File: src/rtl/stopwatch_pkg.sv
// Shared types and constants for the stopwatch timekeeper.
package stopwatch_pkg;

    typedef enum logic [1:0] {
        IDLE  = 2'd0,
        RUN   = 2'd1,
        PAUSE = 2'd2,
        LAP   = 2'd3
    } state_t;

    localparam int unsigned DIGIT_W = 4;
    typedef logic [DIGIT_W-1:0] bcd_t;

    localparam int unsigned CS_MAX  = 99;
    localparam int unsigned SEC_MAX = 59;

endpackage

File: src/rtl/bcd_digit_pair.sv
// Two-digit BCD counter wrapping at MAX; exposes its next value and a carry
// so a chain of pairs settles within one cycle.
module bcd_digit_pair
    import stopwatch_pkg::*;
#(
    parameter int unsigned MAX = 99
) (
    input  logic clk,
    input  logic reset,
    input  logic clr,
    input  logic inc,
    output bcd_t tens_nxt_c,
    output bcd_t ones_nxt_c,
    output logic carry_c
);

    localparam bcd_t TENS_MAX = bcd_t'(MAX / 10);
    localparam bcd_t ONES_MAX = bcd_t'(MAX % 10);

    bcd_t tens;
    bcd_t ones;
    logic at_max_c;

    assign at_max_c = (tens == TENS_MAX) && (ones == ONES_MAX);

    always_comb begin
        tens_nxt_c = tens;
        ones_nxt_c = ones;
        carry_c    = 1'b0;
        if (clr) begin
            tens_nxt_c = '0;
            ones_nxt_c = '0;
        end else if (inc) begin
            if (at_max_c) begin
                tens_nxt_c = '0;
                ones_nxt_c = '0;
                carry_c    = 1'b1;
            end else if (ones == bcd_t'(9)) begin
                ones_nxt_c = '0;
                tens_nxt_c = tens + bcd_t'(1);
            end else begin
                ones_nxt_c = ones + bcd_t'(1);
            end
        end
    end

    always_ff @(posedge clk) begin
        if (reset) begin
            tens <= '0;
            ones <= '0;
        end else begin
            tens <= tens_nxt_c;
            ones <= ones_nxt_c;
        end
    end

endmodule

File: src/rtl/stopwatch_timekeeper.sv
// Tick-driven BCD mm:ss.cc stopwatch with run/pause/clear control.
// Define STOPWATCH_LAP_EN to enable the LAP state with frozen display.
module stopwatch_timekeeper
    import stopwatch_pkg::*;
#(
    parameter int unsigned MINUTE_MAX = 59
) (
    input  logic               clk,
    input  logic               reset,
    input  logic               tick,
    input  logic               start_stop,
    input  logic               clear,
    input  logic               lap,
    output logic [DIGIT_W-1:0] m_tens,
    output logic [DIGIT_W-1:0] m_ones,
    output logic [DIGIT_W-1:0] s_tens,
    output logic [DIGIT_W-1:0] s_ones,
    output logic [DIGIT_W-1:0] cs_tens,
    output logic [DIGIT_W-1:0] cs_ones,
    output logic               running,
    output logic               wrap
);

    state_t state;
    state_t state_nxt_c;
    logic   count_en_c;
    logic   clr_c;
    logic   hold_c;
    logic   cs_carry_c;
    logic   s_carry_c;
    logic   m_carry_c;
    bcd_t   cs_tens_nxt_c, cs_ones_nxt_c;
    bcd_t   s_tens_nxt_c,  s_ones_nxt_c;
    bcd_t   m_tens_nxt_c,  m_ones_nxt_c;

    // Tick counts according to the pre-edge state.
    assign count_en_c = tick && ((state == RUN) || (state == LAP));
    assign clr_c      = (state == PAUSE) && clear;

    always_comb begin
        state_nxt_c = state;
        case (state)
            IDLE: begin
                if (start_stop) state_nxt_c = RUN;
            end
            RUN: begin
                if (start_stop) state_nxt_c = PAUSE;
`ifdef STOPWATCH_LAP_EN
                else if (lap) state_nxt_c = LAP;
`endif
            end
            PAUSE: begin
                if (clear)           state_nxt_c = IDLE;
                else if (start_stop) state_nxt_c = RUN;
            end
            LAP: begin
`ifdef STOPWATCH_LAP_EN
                if (start_stop) state_nxt_c = PAUSE;
                else if (lap)   state_nxt_c = RUN;
`else
                state_nxt_c = IDLE;
`endif
            end
        endcase
    end

`ifdef STOPWATCH_LAP_EN
    // Display freezes on entering LAP and stays frozen while in it.
    assign hold_c = (state_nxt_c == LAP);
`else
    logic unused_lap;
    assign unused_lap = lap;
    assign hold_c     = 1'b0;
`endif

    bcd_digit_pair #(.MAX(CS_MAX)) u_cs (
        .clk        (clk),
        .reset      (reset),
        .clr        (clr_c),
        .inc        (count_en_c),
        .tens_nxt_c (cs_tens_nxt_c),
        .ones_nxt_c (cs_ones_nxt_c),
        .carry_c    (cs_carry_c)
    );

    bcd_digit_pair #(.MAX(SEC_MAX)) u_s (
        .clk        (clk),
        .reset      (reset),
        .clr        (clr_c),
        .inc        (cs_carry_c),
        .tens_nxt_c (s_tens_nxt_c),
        .ones_nxt_c (s_ones_nxt_c),
        .carry_c    (s_carry_c)
    );

    bcd_digit_pair #(.MAX(MINUTE_MAX)) u_m (
        .clk        (clk),
        .reset      (reset),
        .clr        (clr_c),
        .inc        (s_carry_c),
        .tens_nxt_c (m_tens_nxt_c),
        .ones_nxt_c (m_ones_nxt_c),
        .carry_c    (m_carry_c)
    );

    // Display loads the next live time so digits lag a tick by one cycle only.
    always_ff @(posedge clk) begin
        if (reset) begin
            state   <= IDLE;
            running <= 1'b0;
            wrap    <= 1'b0;
            m_tens  <= '0;
            m_ones  <= '0;
            s_tens  <= '0;
            s_ones  <= '0;
            cs_tens <= '0;
            cs_ones <= '0;
        end else begin
            state   <= state_nxt_c;
            running <= (state_nxt_c == RUN) || (state_nxt_c == LAP);
            wrap    <= m_carry_c;
            if (!hold_c) begin
                m_tens  <= m_tens_nxt_c;
                m_ones  <= m_ones_nxt_c;
                s_tens  <= s_tens_nxt_c;
                s_ones  <= s_ones_nxt_c;
                cs_tens <= cs_tens_nxt_c;
                cs_ones <= cs_ones_nxt_c;
            end
        end
    end

endmodule

File: config.mk
export PLATFORM = sky130hd
export DESIGN_NAME = stopwatch_timekeeper
export DESIGN_NICKNAME = d
export VERILOG_FILES = /design/src/rtl/stopwatch_pkg.sv /design/src/rtl/bcd_digit_pair.sv /design/src/rtl/stopwatch_timekeeper.sv
export SDC_FILE = /design/constraint.sdc
export NUM_CORES = 1
export LEC_CHECK = 0
export CORE_ASPECT_RATIO = 0.5
export CORE_MARGIN = 10
export CORE_UTILIZATION = 55
export DETAILED_ROUTE_END_ITERATION = 6
export PLACE_DENSITY = 0.85
export SLEW_MARGIN = 20
export SYNTH_ARGS = -nofsm -noshare
export SYNTH_HDL_FRONTEND = slang
export SYNTH_HIERARCHICAL = 1
export SYNTH_SLANG_ARGS = --single-unit
export TNS_END_PERCENT = 1
File: constraint.sdc
create_clock -name clk -period 4.3 [get_ports clk]
set_input_delay 0.86 -clock clk [delete_from_list [all_inputs] [get_ports clk]]
set_output_delay 0.86 -clock clk [all_outputs]
set_load 0.1 [all_outputs]
==> results by group <==
Clocking
  • Clk Latency, worst-skew pair: 290 ps
  • Hold buffers post-CTS: 0
  • Clock transition at the registers of the reported paths: 80 ps
  • Postcts setup bufs: 0
  • Max clock buf depth: 2
  • Root buffer cell: clkbuf_8
  • Post-CTS resize count: 0
  • Number of clock sinks: 51
  • H-tree levels: 2
  • Num CTS Buffers: 5
  • CTS tree: done

Placed design
  • Port buffer count: 30
  • Placed wire-length estimate: 3380 µm
  • Inst Count DP: 332
  • Routability Congestion: 0.844
  • Placement Setup Slack: 367 ps

Floorplanning
  • Die width: 112 µm
  • Die Y: 66.0 µm
  • Number of cell rows: 16
  • Starting Density: 58.4%
  • Placeable Area: 3980 µm²
  • Die Area: 7390 µm²
  • I/O Pins: 32

Timing
  • Unrepaired setup endpoints after global routing: no
  • Final setup violating endpoints: 0
  • Min Tclk post-route: 3640 ps
  • Slew headroom: 34.0%
  • Final TNS setup: 0 ps
  • Clock skew: 2.35 ps
  • Actual slew at the worst max-slew pin: 987 ps
  • Final Max Tran Viols: 0
  • WHS: 486 ps
  • Final Hold Vio Count: 0
  • Period utilization: 84.7%
  • Max Freq: 0.275 GHz
  • Setup ws final: 659 ps

Logic synthesis
  • Avg Cell Area, Syn: 9.17 µm²
  • Synth area leaders: dfxtp_1, nor2b_1, ha_1
  • Mapped Area: 2330 µm²
  • Syn Nets: 272
  • Top post-synthesis cells by count: dfxtp_1, nor2b_1, a21oi_1
  • Netlist cell types: 33
  • Ys flop type: dfxtp_1
  • Post-Syn Instances: 254
  • Post-synth EDFFs: 0
  • Synth top area share: 43.8%
  • Fraction of registers with async set/reset: 0%
  • Count leader, synth: dfxtp_1
  • Ys Warns: 6
  • Post-synthesis sequential area ratio: 43.8%
  • Number of synthesized register bits: 51
  • Post-synth top area cell: dfxtp_1

Routing
  • Post-DRT Antenna Nets: 0
  • Starting DRT DRC Count: 116
  • Wirelength per Cell: 13.8 µm
  • Post-Route WL: 4680 µm
  • # DRC: 0
  • Total number of vias: 1,875
  • Vias per inst: 5.51
  • Initial DRT Pass Iterations: 4

Global routing
  • Global route total overflow: 0
  • Total track usage: 13.1%
  • Largest net degree at the start of global routing: 40
  • Vias in the first global route: 1,848
  • First-pass GRT wire length: 8280 µm
  • Antenna violations before repair: 0

Power
  • Lkg Pwr: 1.15 nW
  • Pwr per Cell Area: 311 nW/µm²
  • Worst ir drop on vdd: 0.153 mV

Critical path
  • Worst Setup Start Kind: input port
  • Crit-path max cell delay: 450 ps
  • Critical path class: input port to flop
  • Critical-path cell list: clkdlybuf4s50_1 > and2_2 > and4b_1 > nand2_1 > nor2_1 > nand4b_4 > nor3_1 > buf_4 > and4b_1 > nand2_1 > o31ai_1 > nor2b_1
  • CP delay by family, top: simple AND/OR/NAND/NOR gates
  • Crit path DAT: 3880 ps
  • Slowest-stage cell, CP: clkdlybuf4s50_1
  • CP Capture Type: flop
  • CP bufs+invs: 2
  • Maximum fanout along the worst path: 9
  • Worst EP required: 4530 ps

Final layout
  • Fin nets: 303
  • Diode count: 0
  • FF+latch area: 1020 µm²
  • Final Instance Count excl. Fillers: 340
  • Multi-input gate area: 1240 µm²
  • Area Growth Syn to Fin: 19.5%
  • Fraction of layout cells with a size suffix above 1: 6.99%
  • Fin util: 69.8%
  • Fillers: 331

Worst hold path
  • Hold Crit Class: flop to flop

Status
  • Status: finished, final reports clean

Job
  • Max Cap Viol: 0
## power breakdown
group	switching [W]	total (W)	leakage [nW]	internal [W]
combinational	0.0000600	0.0000851	0.687	0.0000250
sequential	0.00000730	0.000487	0.412	0.000480
clock	0.000145	0.000292	0.0515	0.000147
total	0.000213	0.000865	1.15	0.000652
## path summary, 6_finish.rpt
kind	from	end	slack, ps	cells past startpoint
max	tick	m_tens[1]$_SDFF_PP0_	660	12
min	state[1]$_SDFF_PP0_	state[0]$_SDFF_PP0_	490	1
max reg2reg	u_cs/ones[0]$_SDFF_PP0_	m_tens[1]$_SDFF_PP0_	1170	11
min reg2reg	state[1]$_SDFF_PP0_	state[0]$_SDFF_PP0_	490	1
## flip-flops by register name, summed over array words and instances, names as in the netlist
signal	flops
m_tens	4
m_ones	4
u_m/tens	4
s_ones	4
u_cs/tens	4
u_cs/ones	4
u_s/tens	4
u_s/ones	4
cs_tens	4
s_tens	4
u_m/ones	4
cs_ones	4
wrap	1
state	2
## routing by layer
metal	up-vias	track usage, %	wire length [µm]
met1	900	14.1	2030
li1	949	-	-
met5	-	0	0
met4	0	4.25	27
met3	2	4.17	230
met2	24	24.3	2390
## cell families after synthesis
kind of cell,count (synthesis),synth area share [%]
fa+ha+maj,12,6.45
simple gates,127,34.1
buf+inv,16,2.69
flops,51,43.8
compound gates,41,10.1
xor+xnor,4,1.50
mux,3,1.29
## layout by cell type (no fill, tap or decap)
master / instances
dfxtp_1: 51
nor2b_1: 30
clkdlybuf4s50_1: 30
a21oi_1: 18
nor2_1: 17
nand2_1: 14
nor3_1: 14
ha_1: 12
nand3_1: 11
o21ai_0: 10
o31ai_1: 9
nand3b_1: 8
clkbuf_8: 7
inv_1: 7
or3_1: 5
buf_4: 3
nand4b_4: 3
and4b_1: 3
and2b_1: 3
mux2i_1: 3
nand4_1: 3
xor2_1: 3
nand2b_1: 3
or2_2: 3
or4b_1: 2
a31oi_1: 2
o21a_1: 2
or4_4: 2
nand4b_1: 2
and2_2: 1
and3b_2: 1
xnor2_1: 1
clkbuf_1: 1
and3b_1: 1
or2b_1: 1
## per-stage QoR
stage,total power [W],area (µm²)
global route,0.000903,2780
detailed placement,0.000582,2680
floorplan,0.000559,2330
CTS,0.000873,2780
global placement,0.000579,2680
finish,0.000865,2780
## worst reg2reg max path: stages, from the launching register on
cell	delay [ps]
dfxtp_1	430
ha_1	300
and4b_1	290
nand2_1	80
nor2_1	400
nand4b_4	210
nor3_1	210
buf_4	190
and4b_1	400
nand2_1	180
o31ai_1	230
nor2b_1	150
## layout make-up
cell class,count,share of cell area [%]
Clock buffer,8,3.60
Inverter,7,0.944
Multi-Input combinational cell,187,44.7
Sequential cell,51,36.7
Tap cell,54,2.43
Timing Repair Buffer,33,11.6
Note: power is estimated with default switching activity, not from simulation.
==> RTL edit 1 (config.mk and constraints unchanged) <==
The option `STOPWATCH_LAP_EN` is turned on by a define.
--- a/src/rtl/stopwatch_timekeeper.sv
+++ b/src/rtl/stopwatch_timekeeper.sv
@@ -1,4 +1,6 @@
 // Tick-driven BCD mm:ss.cc stopwatch with run/pause/clear control.
 // Define STOPWATCH_LAP_EN to enable the LAP state with frozen display.
+`define STOPWATCH_LAP_EN
+
 module stopwatch_timekeeper
     import stopwatch_pkg::*;
Formal check against the unedited RTL: not equivalent (a bounded check fails within 4 cycles, from zero or initial values and one cycle with reset high).
==> RTL edit 1 against the original RTL <==
Power shrank 3.0%. Via count grew 17%. Area after synthesis grew 20%. Setup slack gained 0.076 ns. Routed wire length grew 25%. Sequential cell count is the same. Cell count grew 20%. Register-to-register slack gained 0.08 ns. Cell area grew 16%. Utilization shrank 4.6 points. Critical path type unchanged. Largest cell class unchanged.
==> RTL edit 1: results (changes against the original RTL) <==
| Metric | Value |
|---|---|
| CTS clk-pin slew, worst paths | `0.09 ns` |
| GRT Overall Usage | `13.9% (+0.81 points)` |
| IO buf count | `31 (+3.3%)` |
| WP data arrival | `3.79 ns (-0.09 ns)` |
| Vias in the first global route | `2189 (+18%)` |
| Area contributors post-synth | `dfxtp_1 (36%), nand2b_1 (11%), mux2i_1 (9.6%)` |
| Fill count | `382 (+15%)` |
| Most frequent cells after synthesis | `dfxtp_1 (51), nand2b_1 (51), mux2i_1 (27), a21oi_1 (18), nor2_1 (17)` |
| Tightest Pin Transition | `1.03 ns (+0.0445 ns)` |
| R2R cell count | `12 (+1)` |
| Placer Congestion | `0.829 (-1.7%)` |
| Synth cell types | `36 (+9.1%)` |
| Diode count | `0 (unchanged)` |
| Share of layout cells above drive strength 1 | `6.19% (-0.80 points)` |
| DP Wirelength | `4.21 mm (+25%)` |
| Leakage power | `0.00122 uW (+5.6%)` |
| Synth warn | `6 (unchanged)` |
| Max VDD drop | `0.000133 V (-13%)` |
| Post-Place Cell Area | `3140 um2 (+17%)` |
| Seq/Total Area, Yosys | `36.4% (-7.4 points)` |
| Initial antenna violation count | `0 (unchanged)` |
| Bufs on Longest Clock Path | `2 (unchanged)` |
| Clock Skews | `0.00338 ns (+0.00103 ns)` |
| Drt wl/cell | `14.3 um (+3.8%)` |
| Initial DRC Count | `113 (-2.6%)` |
| Mapped Nets | `330 (+21%)` |
| Status | `complete, no violations` |
| CTS Buf Count | `5 (unchanged)` |
| First-pass GRT wire length | `10.1 mm (+21%)` |
| Hold Crit Class | `reg -> reg` |
| Worst skew pair latency | `0.29 ns (about the same)` |
| Maximum fanout along the worst path | `9 (unchanged)` |
| Largest net degree at the start of global routing | `41 (+2.5%)` |
| Post-CTS sizing | `0 (unchanged)` |
| Fin nets | `358 (+18%)` |
| Int Power | `623 uW (-4.4%)` |
| Via density | `5.37 (-2.6%)` |
| Delay of the slowest critical-path stage | `0.44 ns` |
| H-tree Lvls | `2 (unchanged)` |
| Clk root buf | `clkbuf_8` |
| Hold depth | `2 (+1)` |
-- RTL edit 1: power by group through the flow --
stage | clock (uW) | combinational, uW | sequential [uW]
floorplan | 0 | 51.9 | 521
global route | 284 | 105 | 487
CTS | 259 | 98.9 | 485
global placement | 0 | 95.7 | 496
detailed placement | 0 | 98.6 | 496
finish | 254 | 98.7 | 485
-- RTL edit 1: path summary, 6_finish.rpt --
path / startpoint / slack (ns) / end
setup reg to reg: state[0] / 1.25 / m_tens[0]
setup / recovery: tick / 0.73 / m_tens[0]
hold / removal: cs_tens[0] / 0.48 / cs_tens[0]
hold reg to reg: cs_tens[0] / 0.48 / cs_tens[0]
-- RTL edit 1: metrics by stage --
stage                     setup slack [ns]  std cells  util, %  hold WS, ns
after floorplan                      0.452        312        -        0.480
after global placement               0.564        403     63.7        0.458
after detailed placement             0.445        403     63.7        0.471
after CTS                            0.737        409     65.2        0.485
after global routing                 0.472        409     65.2        0.505
final                                0.734        409     65.2        0.480
-- RTL edit 1: cell families (layout without fill, tap and decap cells) --
| logic type | count (synthesis) | after routing | synth area share, % |
|---|---|---|---|
| AO/OA/AOI/OAI | 42 | 42 | 8.49 |
| XOR/XNOR | 5 | 5 | 1.56 |
| adder cells (fa/ha/maj) | 12 | 12 | 5.36 |
| buffers and inverters | 22 | 49 | 4.47 |
| flip-flops | 51 | 51 | 36.4 |
| multiplexers | 27 | 27 | 9.65 |
| AND/OR/NAND/NOR | 153 | 153 | 34.0 |
-- RTL edit 1: area by class of cell --
cell class	count	share of cell area, %
inverters	7	0.817
flip-flops and latches	51	31.7
repair buffers	36	10.8
clock buffers	6	2.26
well taps	70	2.72
multi-input cells	239	51.7
-- RTL edit 1: worst min-delay path, delay by kind of cell (launching register included) --
| kind | cells | cell delay, ns |
|---|---|---|
| flip-flops | 1 | 0.32 |
| AND/OR/NAND/NOR | 1 | 0.06 |
| multiplexers | 1 | 0.06 |
-- RTL edit 1: metal layers --
layer  share of wire (%)  GRT usage [%]  up-vias
met5                   0              0        -
met4                 1.0           4.12        0
met3                 2.8           2.89        4
met2                  52           25.5       23
met1                  44           15.8     1038
li1                    -              -     1132
==> RTL edit 2 (config.mk and constraints unchanged) <==
Without the edit above. The output `wrap` loses its register stage (`wrap` becomes a continuous assignment).
--- a/src/rtl/stopwatch_timekeeper.sv
+++ b/src/rtl/stopwatch_timekeeper.sv
@@ -109,5 +109,4 @@
             state   <= IDLE;
             running <= 1'b0;
-            wrap    <= 1'b0;
             m_tens  <= '0;
             m_ones  <= '0;
@@ -119,5 +118,4 @@
             state   <= state_nxt_c;
             running <= (state_nxt_c == RUN) || (state_nxt_c == LAP);
-            wrap    <= m_carry_c;
             if (!hold_c) begin
                 m_tens  <= m_tens_nxt_c;
@@ -131,4 +129,6 @@
     end
 
+    assign wrap = m_carry_c;
+
 endmodule
 
Formal check against the unedited RTL: same outputs for any inputs over 10 cycles, from zero or initial values and one cycle with reset high; that may be too few to reach the edited logic, so the function may still have changed.
==> RTL edit 2 against the original RTL <==
Register-to-register slack better by 0.16 ns. Cell area stayed put. Sequential share of layout area is 0.67 points lower. Area after synthesis is 1.1% lower. Largest cell class unchanged. Routed wire length is 2.3% higher. Setup slack worse by 0.38 ns. Utilization is 0.35 points higher. Power is 2.8% lower. Via count is 1.2% higher. Synthesized cell count is 0.79% lower. Clock skew is 0.0050 ns higher. Sequential cell count is 1 lower.
==> RTL edit 2: results (changes against the original RTL) <==
| Metric | Value |
|---|---|
| First-pass GRT wire length | `8.47 mm (+2.2%)` |
| Seq/Total Area, Yosys | `43.5% (-0.37 points)` |
| DRT Pass-1 Iters | `4 (unchanged)` |
| Clock Skews | `0.00735 ns (+0.00500 ns)` |
| Mapped Nets | `270 (-0.74%)` |
| WL final | `4.79 mm (+2.3%)` |
| Initial DRC Count | `89 (-23%)` |
| Leakage power | `0.00115 uW (-0.22%)` |
| Status | `complete, no violations` |
| WP data arrival | `3.17 ns (-0.71 ns)` |
| Delay of the slowest critical-path stage | `0.46 ns` |
| GRT Overall Usage | `13.5% (+0.36 points)` |
| Fill count | `305 (-7.9%)` |
| Fin. Hold Viols | `0 (unchanged)` |
| Maximum fanout along the worst path | `8 (-1)` |
| Via Count | `1897 (+1.2%)` |
| Placed Cells incl. Taps | `331 (-0.30%)` |
| Slew Limit Headroom | `34.1% (+0.054 points)` |
| Share of layout cells above drive strength 1 | `8.77% (+1.8 points)` |
| Mapped Cells | `252 (-0.79%)` |
| IO buf count | `30 (unchanged)` |
| Layout Cells excl Fill | `339 (-0.29%)` |
| Synth cell types | `33 (unchanged)` |
| Hold Crit Class | `reg -> reg` |
| Fin nets | `302 (-0.33%)` |
| Area contributors post-synth | `dfxtp_1 (43%), nor2b_1 (7.9%), ha_1 (6.5%)` |
| Max VDD drop | `0.000154 V (+0.58%)` |
| Initial antenna violation count | `0 (unchanged)` |
| Vias in the first global route | `1972 (+6.7%)` |
| Bufs on Longest Clock Path | `2 (unchanged)` |
| Synth warn | `6 (unchanged)` |
| Most frequent cells after synthesis | `dfxtp_1 (50), nor2b_1 (29), a21oi_1 (18), nor2_1 (17)` |
| Placer Congestion | `0.864 (+2.4%)` |
| DP Wirelength | `3.46 mm (+2.6%)` |
| Slowest CP cell | `clkdlybuf4s50_1` |
-- RTL edit 2: worst paths after layout --
| path | cells after the start | startpoint | to | slack (ns) |
|---|---|---|---|---|
| hold / removal | 1 | state[1] | state[0] | 0.47 |
| setup reg to reg | 11 | u_cs/ones[0] | m_tens[0] | 1.33 |
| setup / recovery | 10 | tick | wrap | 0.27 |
| hold reg to reg | 1 | state[1] | state[0] | 0.47 |
-- RTL edit 2: where the power goes --
part	switching (uW)	internal (uW)	leakage, uW
sequential	7.31	471	0.000404
combinational	59.4	25.0	0.000696
clock	148	130	0.0000482
-- RTL edit 2: cells by family after synthesis --
kind of cell | share of synthesized area (%)
adders and majority gates | 6.52
xor gates and xnor gates | 1.52
muxes | 1.30
buffers and inverters | 2.72
and+or+nand+nor | 34.2
AOI/OAI and AO/OA | 10.2
DFF | 43.5
-- RTL edit 2: area by class of cell --
type / count / area share, %
Multi-Input combinational cell: 186 / 45.1
Sequential cell: 50 / 36.0
Timing Repair Buffer: 34 / 12.2
Clock buffer: 7 / 3.10
Tap cell: 54 / 2.43
Inverter: 7 / 0.944
Clock inverter: 1 / 0.180
-- RTL edit 2: stage by stage --
step	cell area, um2	setup slack, ns	utilization, %	power (uW)
detailed placement	2690	0.284	67.9	573
finish	2780	0.275	70.2	840
global route	2780	0.106	70.2	876
global placement	2690	0.304	67.9	570
floorplan	2320	0.215	-	550
CTS	2780	0.265	70.2	848
-- RTL edit 2: metal layers --
layer  track usage, %  share of wire (%)  vias up
met5                0                  0        -
li1                 -                  -      946
met1             13.6                 43      912
met4             6.69                1.4        0
met2             25.1                 50       32
met3             4.35                5.3        7
